--- src/rtl/alu_mul_sequencer_pkg.sv ---
// Shared ALU definitions: datapath width, ALU select codes and the
// multiply sequencer state encoding.
package alu_mul_sequencer_pkg;

   localparam int unsigned DATA_W    = 19;
   localparam int unsigned ALU_SEL_W = 4;

   localparam logic [ALU_SEL_W-1:0] ALU_INCR = 4'd0;
   localparam logic [ALU_SEL_W-1:0] ALU_ADD  = 4'd1;
   localparam logic [ALU_SEL_W-1:0] ALU_SUB  = 4'd2;
   localparam logic [ALU_SEL_W-1:0] ALU_SHL  = 4'd3;
   localparam logic [ALU_SEL_W-1:0] ALU_SHR  = 4'd4;
   localparam logic [ALU_SEL_W-1:0] ALU_OR   = 4'd5;

   typedef enum logic [3:0] {
      S_IDLE,
      S_CHECK,
      S_ADD_ISS,
      S_ADD_CAP,
      S_SHL_ISS,
      S_SHL_CAP,
      S_SHR_ISS,
      S_SHR_CAP,
      S_DONE
   } seq_state_t;

endpackage

--- src/rtl/alu_mul_sequencer_if.sv ---
// ALU port bundle: select/operands towards the ALU, registered result back.
interface alu_mul_sequencer_if
   import alu_mul_sequencer_pkg::*;
#(
   parameter int unsigned WIDTH = DATA_W,
   parameter int unsigned SEL_W = ALU_SEL_W
);
   logic [SEL_W-1:0] alu_sel;
   logic [WIDTH-1:0] alu_a;
   logic [WIDTH-1:0] alu_b;
   logic [WIDTH-1:0] alu_out;

   modport master (output alu_sel, output alu_a, output alu_b, input alu_out);
   modport slave  (input alu_sel, input alu_a, input alu_b, output alu_out);
endinterface

--- src/rtl/alu_mul_sequencer_port_mux.sv ---
// Chooses who drives the ALU: the control unit when idle, the sequencer when busy.
module alu_mul_sequencer_port_mux
   import alu_mul_sequencer_pkg::*;
#(
   parameter int unsigned WIDTH = DATA_W,
   parameter int unsigned SEL_W = ALU_SEL_W
) (
   input  logic             busy,
   input  logic [SEL_W-1:0] cu_alu_sel,
   input  logic [WIDTH-1:0] cu_a,
   input  logic [WIDTH-1:0] cu_b,
   input  logic [SEL_W-1:0] seq_sel,
   input  logic [WIDTH-1:0] seq_a,
   input  logic [WIDTH-1:0] seq_b,
   output logic [SEL_W-1:0] alu_sel,
   output logic [WIDTH-1:0] alu_a,
   output logic [WIDTH-1:0] alu_b
);

   // Same-cycle passthrough while idle; sequencer owns the ALU otherwise.
   always_comb begin
      alu_sel = cu_alu_sel;
      alu_a   = cu_a;
      alu_b   = cu_b;
      if (busy) begin
         alu_sel = seq_sel;
         alu_a   = seq_a;
         alu_b   = seq_b;
      end
   end

endmodule

--- src/rtl/alu_mul_sequencer.sv ---
// Shift-and-add multiplier that borrows the shared ALU; control-unit ALU
// requests pass straight through while no multiply is in progress.
module alu_mul_sequencer
   import alu_mul_sequencer_pkg::*;
#(
   parameter int unsigned WIDTH = DATA_W,
   parameter int unsigned SEL_W = ALU_SEL_W
) (
   input  logic                clk,
   input  logic                rst,
   input  logic                start,
   input  logic [WIDTH-1:0]    op_a,
   input  logic [WIDTH-1:0]    op_b,
   input  logic [SEL_W-1:0]    cu_alu_sel,
   input  logic [WIDTH-1:0]    cu_a,
   input  logic [WIDTH-1:0]    cu_b,
   alu_mul_sequencer_if.master alu_bus,
   output logic                busy,
   output logic                cu_stall,
   output logic                done,
   output logic [WIDTH-1:0]    product
);

   localparam int unsigned CNT_W = $clog2(WIDTH + 1);

   seq_state_t       state;
   logic [WIDTH-1:0] p;
   logic [WIDTH-1:0] m;
   logic [WIDTH-1:0] q;
   logic [CNT_W-1:0] cnt;
   logic [SEL_W-1:0] seq_sel;
   logic [WIDTH-1:0] seq_a;
   logic [WIDTH-1:0] seq_b;
   logic [SEL_W-1:0] mux_sel;
   logic [WIDTH-1:0] mux_a;
   logic [WIDTH-1:0] mux_b;

   // Multiply FSM. The ALU drive is registered, so each branch loads the
   // drive for the state being entered: issue states get their operation,
   // every other busy state gets ADD P,0 using the P value it will see.
   always_ff @(posedge clk) begin
      if (rst) begin
         state   <= S_IDLE;
         p       <= '0;
         m       <= '0;
         q       <= '0;
         cnt     <= '0;
         product <= '0;
         done    <= 1'b0;
         busy    <= 1'b0;
         seq_sel <= SEL_W'(ALU_ADD);
         seq_a   <= '0;
         seq_b   <= '0;
      end else begin
         done    <= 1'b0;
         seq_sel <= SEL_W'(ALU_ADD);
         seq_a   <= p;
         seq_b   <= '0;
         case (state)
            S_IDLE: begin
               if (start) begin
                  m     <= op_a;
                  q     <= op_b;
                  p     <= '0;
                  cnt   <= '0;
                  busy  <= 1'b1;
                  seq_a <= '0;
                  state <= S_CHECK;
               end
            end
            S_CHECK: begin
               if (q == '0 || cnt == CNT_W'(WIDTH)) begin
                  product <= p;
                  done    <= 1'b1;
                  state   <= S_DONE;
               end else if (q[0]) begin
                  seq_b <= m;
                  state <= S_ADD_ISS;
               end else begin
                  seq_sel <= SEL_W'(ALU_SHL);
                  seq_a   <= m;
                  seq_b   <= WIDTH'(1);
                  state   <= S_SHL_ISS;
               end
            end
            S_ADD_ISS: state <= S_ADD_CAP;
            S_ADD_CAP: begin
               p       <= alu_bus.alu_out;
               seq_sel <= SEL_W'(ALU_SHL);
               seq_a   <= m;
               seq_b   <= WIDTH'(1);
               state   <= S_SHL_ISS;
            end
            S_SHL_ISS: state <= S_SHL_CAP;
            S_SHL_CAP: begin
               m       <= alu_bus.alu_out;
               seq_sel <= SEL_W'(ALU_SHR);
               seq_a   <= q;
               seq_b   <= WIDTH'(1);
               state   <= S_SHR_ISS;
            end
            S_SHR_ISS: state <= S_SHR_CAP;
            S_SHR_CAP: begin
               q     <= alu_bus.alu_out;
               cnt   <= cnt + CNT_W'(1);
               state <= S_CHECK;
            end
            S_DONE: begin
               busy  <= 1'b0;
               state <= S_IDLE;
            end
            default: begin
               busy  <= 1'b0;
               state <= S_IDLE;
            end
         endcase
      end
   end

   // Stall mirrors busy so the control unit never fights for the ALU.
   always_comb cu_stall = busy;

   alu_mul_sequencer_port_mux #(
      .WIDTH(WIDTH),
      .SEL_W(SEL_W)
   ) u_port_mux (
      .busy      (busy),
      .cu_alu_sel(cu_alu_sel),
      .cu_a      (cu_a),
      .cu_b      (cu_b),
      .seq_sel   (seq_sel),
      .seq_a     (seq_a),
      .seq_b     (seq_b),
      .alu_sel   (mux_sel),
      .alu_a     (mux_a),
      .alu_b     (mux_b)
   );

   // Forward the mux result onto the ALU bus.
   always_comb begin
      alu_bus.alu_sel = mux_sel;
      alu_bus.alu_a   = mux_a;
      alu_bus.alu_b   = mux_b;
   end

endmodule
--- src/flat_wrapper.sv ---
// flat-port wrapper written by rule: the top's interface ports become plain ports
module alu_mul_sequencer_flat import alu_mul_sequencer_pkg::*;
#(
   parameter int unsigned WIDTH = DATA_W,
   parameter int unsigned SEL_W = ALU_SEL_W
)
  (clk, rst, start, op_a, op_b, cu_alu_sel, cu_a, cu_b, busy, cu_stall, done, product, alu_bus_alu_sel, alu_bus_alu_a, alu_bus_alu_b, alu_bus_alu_out);
  alu_mul_sequencer_if #(.WIDTH(WIDTH), .SEL_W(SEL_W)) alu_bus_i ();
  input  logic clk;
  input  logic rst;
  input  logic start;
  input  logic [WIDTH-1:0] op_a;
  input  logic [WIDTH-1:0] op_b;
  input  logic [SEL_W-1:0] cu_alu_sel;
  input  logic [WIDTH-1:0] cu_a;
  input  logic [WIDTH-1:0] cu_b;
  output logic busy;
  output logic cu_stall;
  output logic done;
  output logic [WIDTH-1:0] product;
  output wire logic [$bits(alu_bus_i.alu_sel)-1:0] alu_bus_alu_sel;
  output wire logic [$bits(alu_bus_i.alu_a)-1:0] alu_bus_alu_a;
  output wire logic [$bits(alu_bus_i.alu_b)-1:0] alu_bus_alu_b;
  input wire logic [$bits(alu_bus_i.alu_out)-1:0] alu_bus_alu_out;
  assign alu_bus_alu_sel = alu_bus_i.alu_sel;
  assign alu_bus_alu_a = alu_bus_i.alu_a;
  assign alu_bus_alu_b = alu_bus_i.alu_b;
  assign alu_bus_i.alu_out = alu_bus_alu_out;
  alu_mul_sequencer #(.WIDTH(WIDTH), .SEL_W(SEL_W)) u_core (.clk(clk), .rst(rst), .start(start), .op_a(op_a), .op_b(op_b), .cu_alu_sel(cu_alu_sel), .cu_a(cu_a), .cu_b(cu_b), .alu_bus(alu_bus_i), .busy(busy), .cu_stall(cu_stall), .done(done), .product(product));
endmodule
--- config.mk ---
export PLATFORM = sky130hd
export DESIGN_NAME = alu_mul_sequencer_flat
export DESIGN_NICKNAME = d
export VERILOG_FILES = /design/src/rtl/alu_mul_sequencer_pkg.sv /design/src/rtl/alu_mul_sequencer_if.sv /design/src/rtl/alu_mul_sequencer_port_mux.sv /design/src/rtl/alu_mul_sequencer.sv /design/src/flat_wrapper.sv
export SDC_FILE = /design/constraint.sdc
export NUM_CORES = 1
export LEC_CHECK = 0
export CAP_MARGIN = 20
export CORE_ASPECT_RATIO = 0.7
export CORE_MARGIN = 2
export CORE_UTILIZATION = 40
export DETAILED_ROUTE_END_ITERATION = 16
export HOLD_SLACK_MARGIN = 0.15
export PLACE_DENSITY = 0.69
export SETUP_SLACK_MARGIN = 0.02
export SLEW_MARGIN = 20
export SYNTH_ARGS = -nofsm -noshare
export SYNTH_HDL_FRONTEND = slang
export SYNTH_SLANG_ARGS = --single-unit
--- constraint.sdc ---
create_clock -name clk -period 2.48 [get_ports clk]
set_clock_uncertainty 0.1 [all_clocks]
set_input_delay 0.496 -clock clk [delete_from_list [all_inputs] [get_ports clk]]
set_output_delay 0.496 -clock clk [all_outputs]
set_load 0.05 [all_outputs]
Word-level counts from Yosys, hierarchy flattened
Index checks and enable logic that the tools add are counted.

storage, ports and cells
  register bits = 129
  bits of input ports = 102
  output and inout port bits = 64
  logic and storage cells = 63

operators by class
  reductions and logical operators = 13
  eq/ne operators = 9
  muxes and demuxes = 27
  add/sub/neg operators = 1
  bitwise logic cells = 2

operator list
  operator                                        number
  two-way mux 19 bit                              9
  one-hot mux 19 bit (2 select lines)             4
  one-hot mux 19 bit (4 select lines)             1
  one-hot mux 4 bit (8 select lines)              1
  zero test 19 bit                                1
  == test 4 x 3 -> 1 bit (second input constant)  4
  two-way mux 4 bit                               4
  one-hot mux 4 bit (3 select lines)              1
  one-hot mux 5 bit (2 select lines)              1
  == test 4 x 2 -> 1 bit (second input constant)  2
  AND reduction 2 bit                             4
  OR reduction 7 bit                              1
  nonzero test 2 bit                              3
  adder 5 x 1 -> 5 bit (second input constant)    1
  == test 5 bit (second input constant)           1
  two-way mux 5 bit                               1
  == test 4 x 1 -> 1 bit (second input constant)  1
  zero test 4 bit                                 1
  OR reduction 2 bit                              2
  two-way mux 3 bit                               1
  two-way mux 1 bit                               2
  two-way mux 2 bit                               1
  inequality test 2 bit (second input constant)   1
  inverter 1 bit                                  2
  other kinds (2)                                 2

Longest topological paths before layout
Gate-level depths: netlist of the first run.

  depth in word-level cells = 4
  gate-level depth with buffers = 9
  mapped depth without buffers = 6

Cells and area by module
Synthesis of the first run repeated with hierarchy kept, for this count alone.

second synthesis, totals
  cell total of the unflattened synthesis = 711
  area total of the unflattened synthesis = 6393.6 µm²

by module, submodules not included
  module                      seq. area each (µm²)  area each (µm²)  times used  cells an instance
  alu_mul_sequencer           2562.5                5679.2           1           664
  alu_mul_sequencer_port_mux  0.0                   714.4            1           47

Worst setup path before layout of the first run
Ideal clock, no wire load.

  kind = flip-flop to output port
  from = reg u_core.busy
  to = out alu_bus_alu_a[0]
  buffers on the path = 2
  stages on the path, launching flop included = 4
  slack = 0.133 ns
  data required time = 1.884 ns
  arrival time = 1.751 ns
  path through = dfxtp_1 clkbuf_1 clkbuf_1 mux2_2

between the ends
  longest elaborated chain between the ends = 1

RTL lines
  what                    line                              source
  from (decl)             alu_mul_sequencer.sv:18           output logic busy,
  from (signal assigned)  alu_mul_sequencer.sv:50           busy <= 1'b0;
  from (signal assigned)  alu_mul_sequencer.sv:66           busy <= 1'b1;
  from (signal assigned)  alu_mul_sequencer.sv:109          busy <= 1'b0;
  two-way mux 19 bit      alu_mul_sequencer_port_mux.sv:25  if (busy) begin
  to (decl)               flat_wrapper.sv:22                output wire logic [$bits(alu_bus_i.alu_a)-1:0] alu_bus_alu_a;

No other way between the ends.

Final worst setup path of the first run
  from = reg u_core.busy
  to = out alu_bus_alu_b[15]

between the ends
  longest elaborated chain between the ends = 1

RTL lines
  what                line                              source
  two-way mux 19 bit  alu_mul_sequencer_port_mux.sv:25
  to (decl)           flat_wrapper.sv:23                output wire logic [$bits(alu_bus_i.alu_b)-1:0] alu_bus_alu_b;

No other way between the ends.

==> metrics, run 1 <==
outcome finished clean; crit end category primary output; CP arrival 1.72 ns; Max H-tree Level 4; critical path, cell by cell buf_12 -> mux2_2 -> buf_4; sequential area share after synthesis 0.454; first-pass detailed-route iteration total 5; syn_nets 723; RSZ-0062 raised after global routing no; initial antenna violation count 0; Starting DRT DRC Count 488; die width 146 um; met1 WL 8.95 mm; setup TNS 0 ns; Post-synth EDFFs 0; flops & latches, synth 128; VDD IR max 0.477 mV; I/O pin total 166; wire length on met2 6.66 mm; Mapped Cells 620; total global-route track usage 0.229; P&R area growth vs syn 42.1%; post-layout minimum cycle time 2.31 ns; share of layout cells above drive strength 1 0.191; # hold bufs at CTS 0; worst min-delay path class in -> reg; Top FF cell, synth dfxtp_1; Setup CP Type reg -> out; Leak 3.05 nW; Setup Fix Bufs, Post-CTS 0; core area 13800 um2; Final period util 0.933; IO buf count 165; Slew HR 0.650; Slew Viols, Final 0; final hold viol count 0; Reg clk slew, reported paths 0.06 ns; Skew-Pair Late Insertion Delay 0.41 ns; # Max-Cap Violations 0; standard-cell rows 36; wire length per cell 17.9 um; total congestion overflow 0; hold depth 2; Synth cell types 43; Root Driver clkbuf_16; CTS tree built; FF-to-FF End u_core.seq_a[18]; worst setup path start u_core.busy; Max Fclk 432 MHz; Inserted Diodes 0; DRC violations left 0; WHS Endpoint u_core.state[3]; number of global-route vias before repair 4827; largest net degree at the start of global routing 104; via count 5273; routed wl met3 1.72 mm; die height 103 um; syn avg cell area 9.10 um2; final core utilization 0.580; Critical Path Slowest Stage Cell dfxtp_2; Die ar. 15100 um2; total of warnings raised by yosys 0; vias per std cell 5.41; reg2reg setup slack 0.30 ns; CTS resizes 0; PwrDens 724 nW/um2; Worst Path Max Fanout 36; cell area after layout 8010 um2; reg2reg start u_core.q[10]; FFs w/ async S/R, synth 0; Startpoint Class register; min setup slack post-route 0.165 ns; DRT antenna net count 0; fin nets 876; Worst Max-Slew Pin Slew 0.525 ns; standard cell area after detailed placement 7410 um2; Top Metal Used met4; CTS Sinks 128; Max clock buf depth 2; first-pass GRT wire length 26.9 mm; FF-to-FF path depth 5; Placer Congestion 0.896; Critical Path Max Stage Delay 0.48 ns; Setup WS pre-CTS 0.0997 ns; Post-Syn Area 5640 um2; Initial Util 0.408; Tot Pwr 5.80 mW; Final setup viols 0; total wire length 17.4 mm; CTS Buf Count 17; detailed placer's ending HPWL 13.0 mm; Worst Hold Launch rst; Required @ worst endpoint 1.88 ns
==> cell type report <==
class,instances,area [um2]
clock buffers,21,470
flip-flops and latches,128,2560
clock inverters,10,135
multi-input cells,437,2830
repair buffers,188,1770
fillers,1207,5810
inverters,1,3.75
well taps,190,238
==> report_power, final <==
group,leakage (nW),internal (mW),total (mW),switching [mW]
sequential,1.04,2.14,2.23,0.0928
combinational,1.72,0.436,1.03,0.594
clock,0.299,1.65,2.54,0.893
total,3.05,4.22,5.80,1.58
==> metal layers <==
layer	vias to the layer above	track usage
met3	13	0.0605
met4	0	0.0483
met2	259	0.304
met5	-	0
met1	2469	0.361
li1	2532	-
==> critical path, delay by kind of cell (launching register included) <==
kind | cells | cell delay (ns)
flops | 1 | 0.48
mux | 1 | 0.37
buf+inv | 2 | 0.45
==> kinds of logic after synthesis <==
| group | share of synthesized area |
|---|---|
| AOI/OAI and AO/OA | 0.164 |
| xor gates and xnor gates | 0.00466 |
| adders and majority gates | 0.00222 |
| buffers and inverters | 0.0457 |
| DFF | 0.454 |
| muxes | 0.119 |
| and+or+nand+nor | 0.210 |
==> metrics by stage <==
stage               instances  hold slack [ns]
global route              975            0.256
detailed placement        944            0.382
floorplan                 620            0.365
global placement          944            0.376
CTS                       975            0.243
finish                    975            0.258
==> placed cells by master, fill, tap and decap left out, types with 20 or more instances in the layout <==
cell type	instances
buf_4	63
nor4_1	23
nor2_1	136
and2_1	20
dfxtp_1	127
nand2_1	46
mux2_2	42
clkdlybuf4s50_1	120
mux2i_1	20
a22oi_1	38
==> synthesized netlist by cell type, types with 2 or more instances <==
library cell | count | area share
nor2_1 | 136 | 0.091
dfxtp_1 | 128 | 0.45
nand2_1 | 46 | 0.031
mux2_2 | 42 | 0.084
a22oi_1 | 38 | 0.051
clkbuf_1 | 35 | 0.023
nor4_1 | 23 | 0.026
and2_1 | 20 | 0.022
mux2i_1 | 20 | 0.035
a221o_1 | 19 | 0.034
a22o_1 | 19 | 0.030
a311oi_1 | 19 | 0.030
buf_2 | 8 | 0.0071
nand3_1 | 7 | 0.0062
nor3_1 | 7 | 0.0062
a21oi_1 | 6 | 0.0053
buf_4 | 5 | 0.0067
nor2b_1 | 5 | 0.0055
buf_1 | 3 | 0.0020
buf_6 | 3 | 0.0060
nand4_1 | 3 | 0.0033
xor2_1 | 3 | 0.0047
and3_1 | 2 | 0.0022
nor2_2 | 2 | 0.0022
o21bai_1 | 2 | 0.0027
or3_1 | 2 | 0.0022
==> how the worst max path moves through the flow <==
stage / slack, ns / end / depth (start not counted)
2_1_floorplan: 0.13 / alu_bus_alu_a[0] / 3
3_3_place_gp: 0.16 / u_core.seq_b[2] / 7
3_5_place_dp: 0.1 / u_core.seq_b[17] / 7
4_1_cts: 0.14 / alu_bus_alu_b[15] / 3
5_1_grt: 0.1 / alu_bus_alu_a[6] / 3
6_report: 0.17 / alu_bus_alu_b[15] / 3
==> flip-flops by register name, indices dropped and copies added (netlist names) <==
signal,count
u_core.m,19
u_core.state,4
u_core.product,19
u_core.seq_sel,3
u_core.busy,1
u_core.p,19
u_core.seq_b,19
u_core.seq_a,19
u_core.done,1
u_core.q,19
u_core.cnt,5
Note: power is estimated with default switching activity, not from simulation.
==> inputs of run 2 (changes only) <==
DONT_BUFFER_PORTS = 1   (was not set)
PLACE_DENSITY = not set   (was 0.69)
==> metrics, run 2 (same netlist as run 1, synthesis figures left out) <==
outcome finished clean; fin nets 746; first-pass GRT wire length 25.2 mm; detailed placer's ending HPWL 11.8 mm; CTS Sinks 128; CP arrival 2.62 ns; via count 4793; P&R area growth vs syn 20.9%; Setup WS pre-CTS 0.334 ns; worst min-delay path class in -> reg; Slew Viols, Final 0; final hold viol count 0; Sw Ratio 0.265; total global-route track usage 0.221; crit end category register; first-pass detailed-route iteration total 7; vias per std cell 5.69; Skew-Pair Late Insertion Delay 0.42 ns; VDD IR max 0.488 mV; RSZ-0062 raised after global routing no; # Max-Cap Violations 0; reg2reg start u_core.state[0]; Required @ worst endpoint 2.74 ns; worst setup path start u_core.state[0]; DRC violations left 0; initial antenna violation count 0; Worst Path Max Fanout 38; Final Non-Filler Cells 843; Max Fclk 423 MHz; FF-to-FF path depth 7; Reg clk slew, reported paths 0.05 ns; Startpoint Class register; Root Driver clkbuf_16; Clock power frac 0.455; DRT antenna net count 0; Placer Congestion 0.900; Leak 2.52 nW; die width 146 um; Critical Path Max Stage Delay 0.62 ns; Max clock buf depth 2; share of layout cells above drive strength 1 0.158; critical path, cell by cell nor2b_2 -> buf_4 -> nand2_1 -> buf_6 -> nor2_1 -> a311oi_1 -> dlygate4sd3_1; NetSw 1.47 mW; IO buf count 0; Slew HR 0.517; total wire length 16.7 mm; Starting DRT DRC Count 519; Die ar. 15100 um2; sequential share of power 0.403; Worst Hold Launch alu_bus_alu_out[12]; internal power 4.08 mW; total congestion overflow 0; standard-cell rows 36; setup TNS 0 ns; Final setup viols 0; die height 103 um; Max H-tree Level 4; Inserted Diodes 0; largest net degree at the start of global routing 89; Initial Util 0.408; placed instance count 775; hold depth 2; most common cell after layout, fill and taps aside nor2_1; I/O pin total 166; CTS Buf Count 17; Critical Path Stages 7; Setup CP Type reg -> reg; Worst Max-Slew Pin Slew 0.724 ns; Comb pwr share 0.142; CTS tree built; Critical Path Slowest Stage Cell dlygate4sd3_1; core area 13800 um2; Top delay family on crit path buffers and inverters; min setup slack post-route 0.117 ns; Final period util 0.953; post-layout minimum cycle time 2.36 ns; PwrDens 815 nW/um2; wire length per cell 19.9 um; number of global-route vias before repair 4297; WP buf/inv 3; most frequent cells in the layout 136 x nor2_1, 124 x dfxtp_1, 46 x nand2_1, 42 x mux2_2
[run 2: cell count changes in the layout (fill, tap and decap cells not counted), moves of 2 or more]
cell,change
clkbuf_8,+2
dfxtp_1,-3
dfxtp_2,+3
dlygate4sd3_1,+38
buf_12,-4
clkdlybuf4s50_1,-120
buf_4,-46
clkinv_4,-2
clkinv_2,-3
[run 2: final timing paths]
kind,endpoint,slack (ns)
setup / recovery,u_core.m[16],0.12
hold / removal,u_core.p[12],0.16
setup reg to reg,u_core.m[16],0.12
hold reg to reg,u_core.cnt[1],0.39
[run 2: what timing repair did]
| action | in CTS | in global routing |
|---|---|---|
| gates resized for setup | 0 | 5 |
| setup buffers | 0 | 0 |
| hold buffers | 39 | 0 |
| endpoints found under the hold margin | 89 | 0 |
| endpoints found under the setup margin | 0 | 5 |
[run 2: routing by layer]
| metal | vias up | GRT usage | share of wire |
|---|---|---|---|
| met5 | - | 0 | 0 |
| met4 | 0 | 0.0943 | 0.016 |
| met3 | 26 | 0.0759 | 0.10 |
| met2 | 244 | 0.286 | 0.39 |
| met1 | 2252 | 0.327 | 0.49 |
| li1 | 2271 | - | - |
[run 2: stage by stage]
stage / total power [mW] / instance area (um2) / utilization / hold slack, ns
4_1_cts: 5.59 / 6800 / 0.492 / 0.150
6_report: 5.55 / 6820 / 0.493 / 0.160
2_1_floorplan: 2.86 / 5640 / - / 0.365
3_5_place_dp: 2.97 / 5790 / 0.419 / 0.376
3_3_place_gp: 2.96 / 5790 / 0.419 / 0.371
5_1_grt: 5.75 / 6820 / 0.493 / 0.154
[run 2: final cells by class]
| class | count | area, um2 |
|---|---|---|
| clock buffers | 24 | 502 |
| clock inverters | 5 | 103 |
| fillers | 1281 | 7010 |
| inverters | 1 | 3.75 |
| multi-input cells | 437 | 2840 |
| flip-flops and latches | 128 | 2570 |
| well taps | 190 | 238 |
| repair buffers | 58 | 567 |
[run 2: worst reg2reg max path, stage by stage (launching register included)]
cell	delay (ns)
dfxtp_2	0.37
nor2b_2	0.18
buf_4	0.19
nand2_1	0.15
buf_6	0.31
nor2_1	0.09
a311oi_1	0.30
dlygate4sd3_1	0.62
[run 2: power by group through the flow]
stage / sequential [mW] / combinational [mW] / clock [mW]
2_1_floorplan: 2.23 / 0.633 / 0
6_report: 2.24 / 0.787 / 2.53
5_1_grt: 2.25 / 0.835 / 2.66
4_1_cts: 2.23 / 0.782 / 2.57
3_5_place_dp: 2.28 / 0.693 / 0
3_3_place_gp: 2.28 / 0.688 / 0
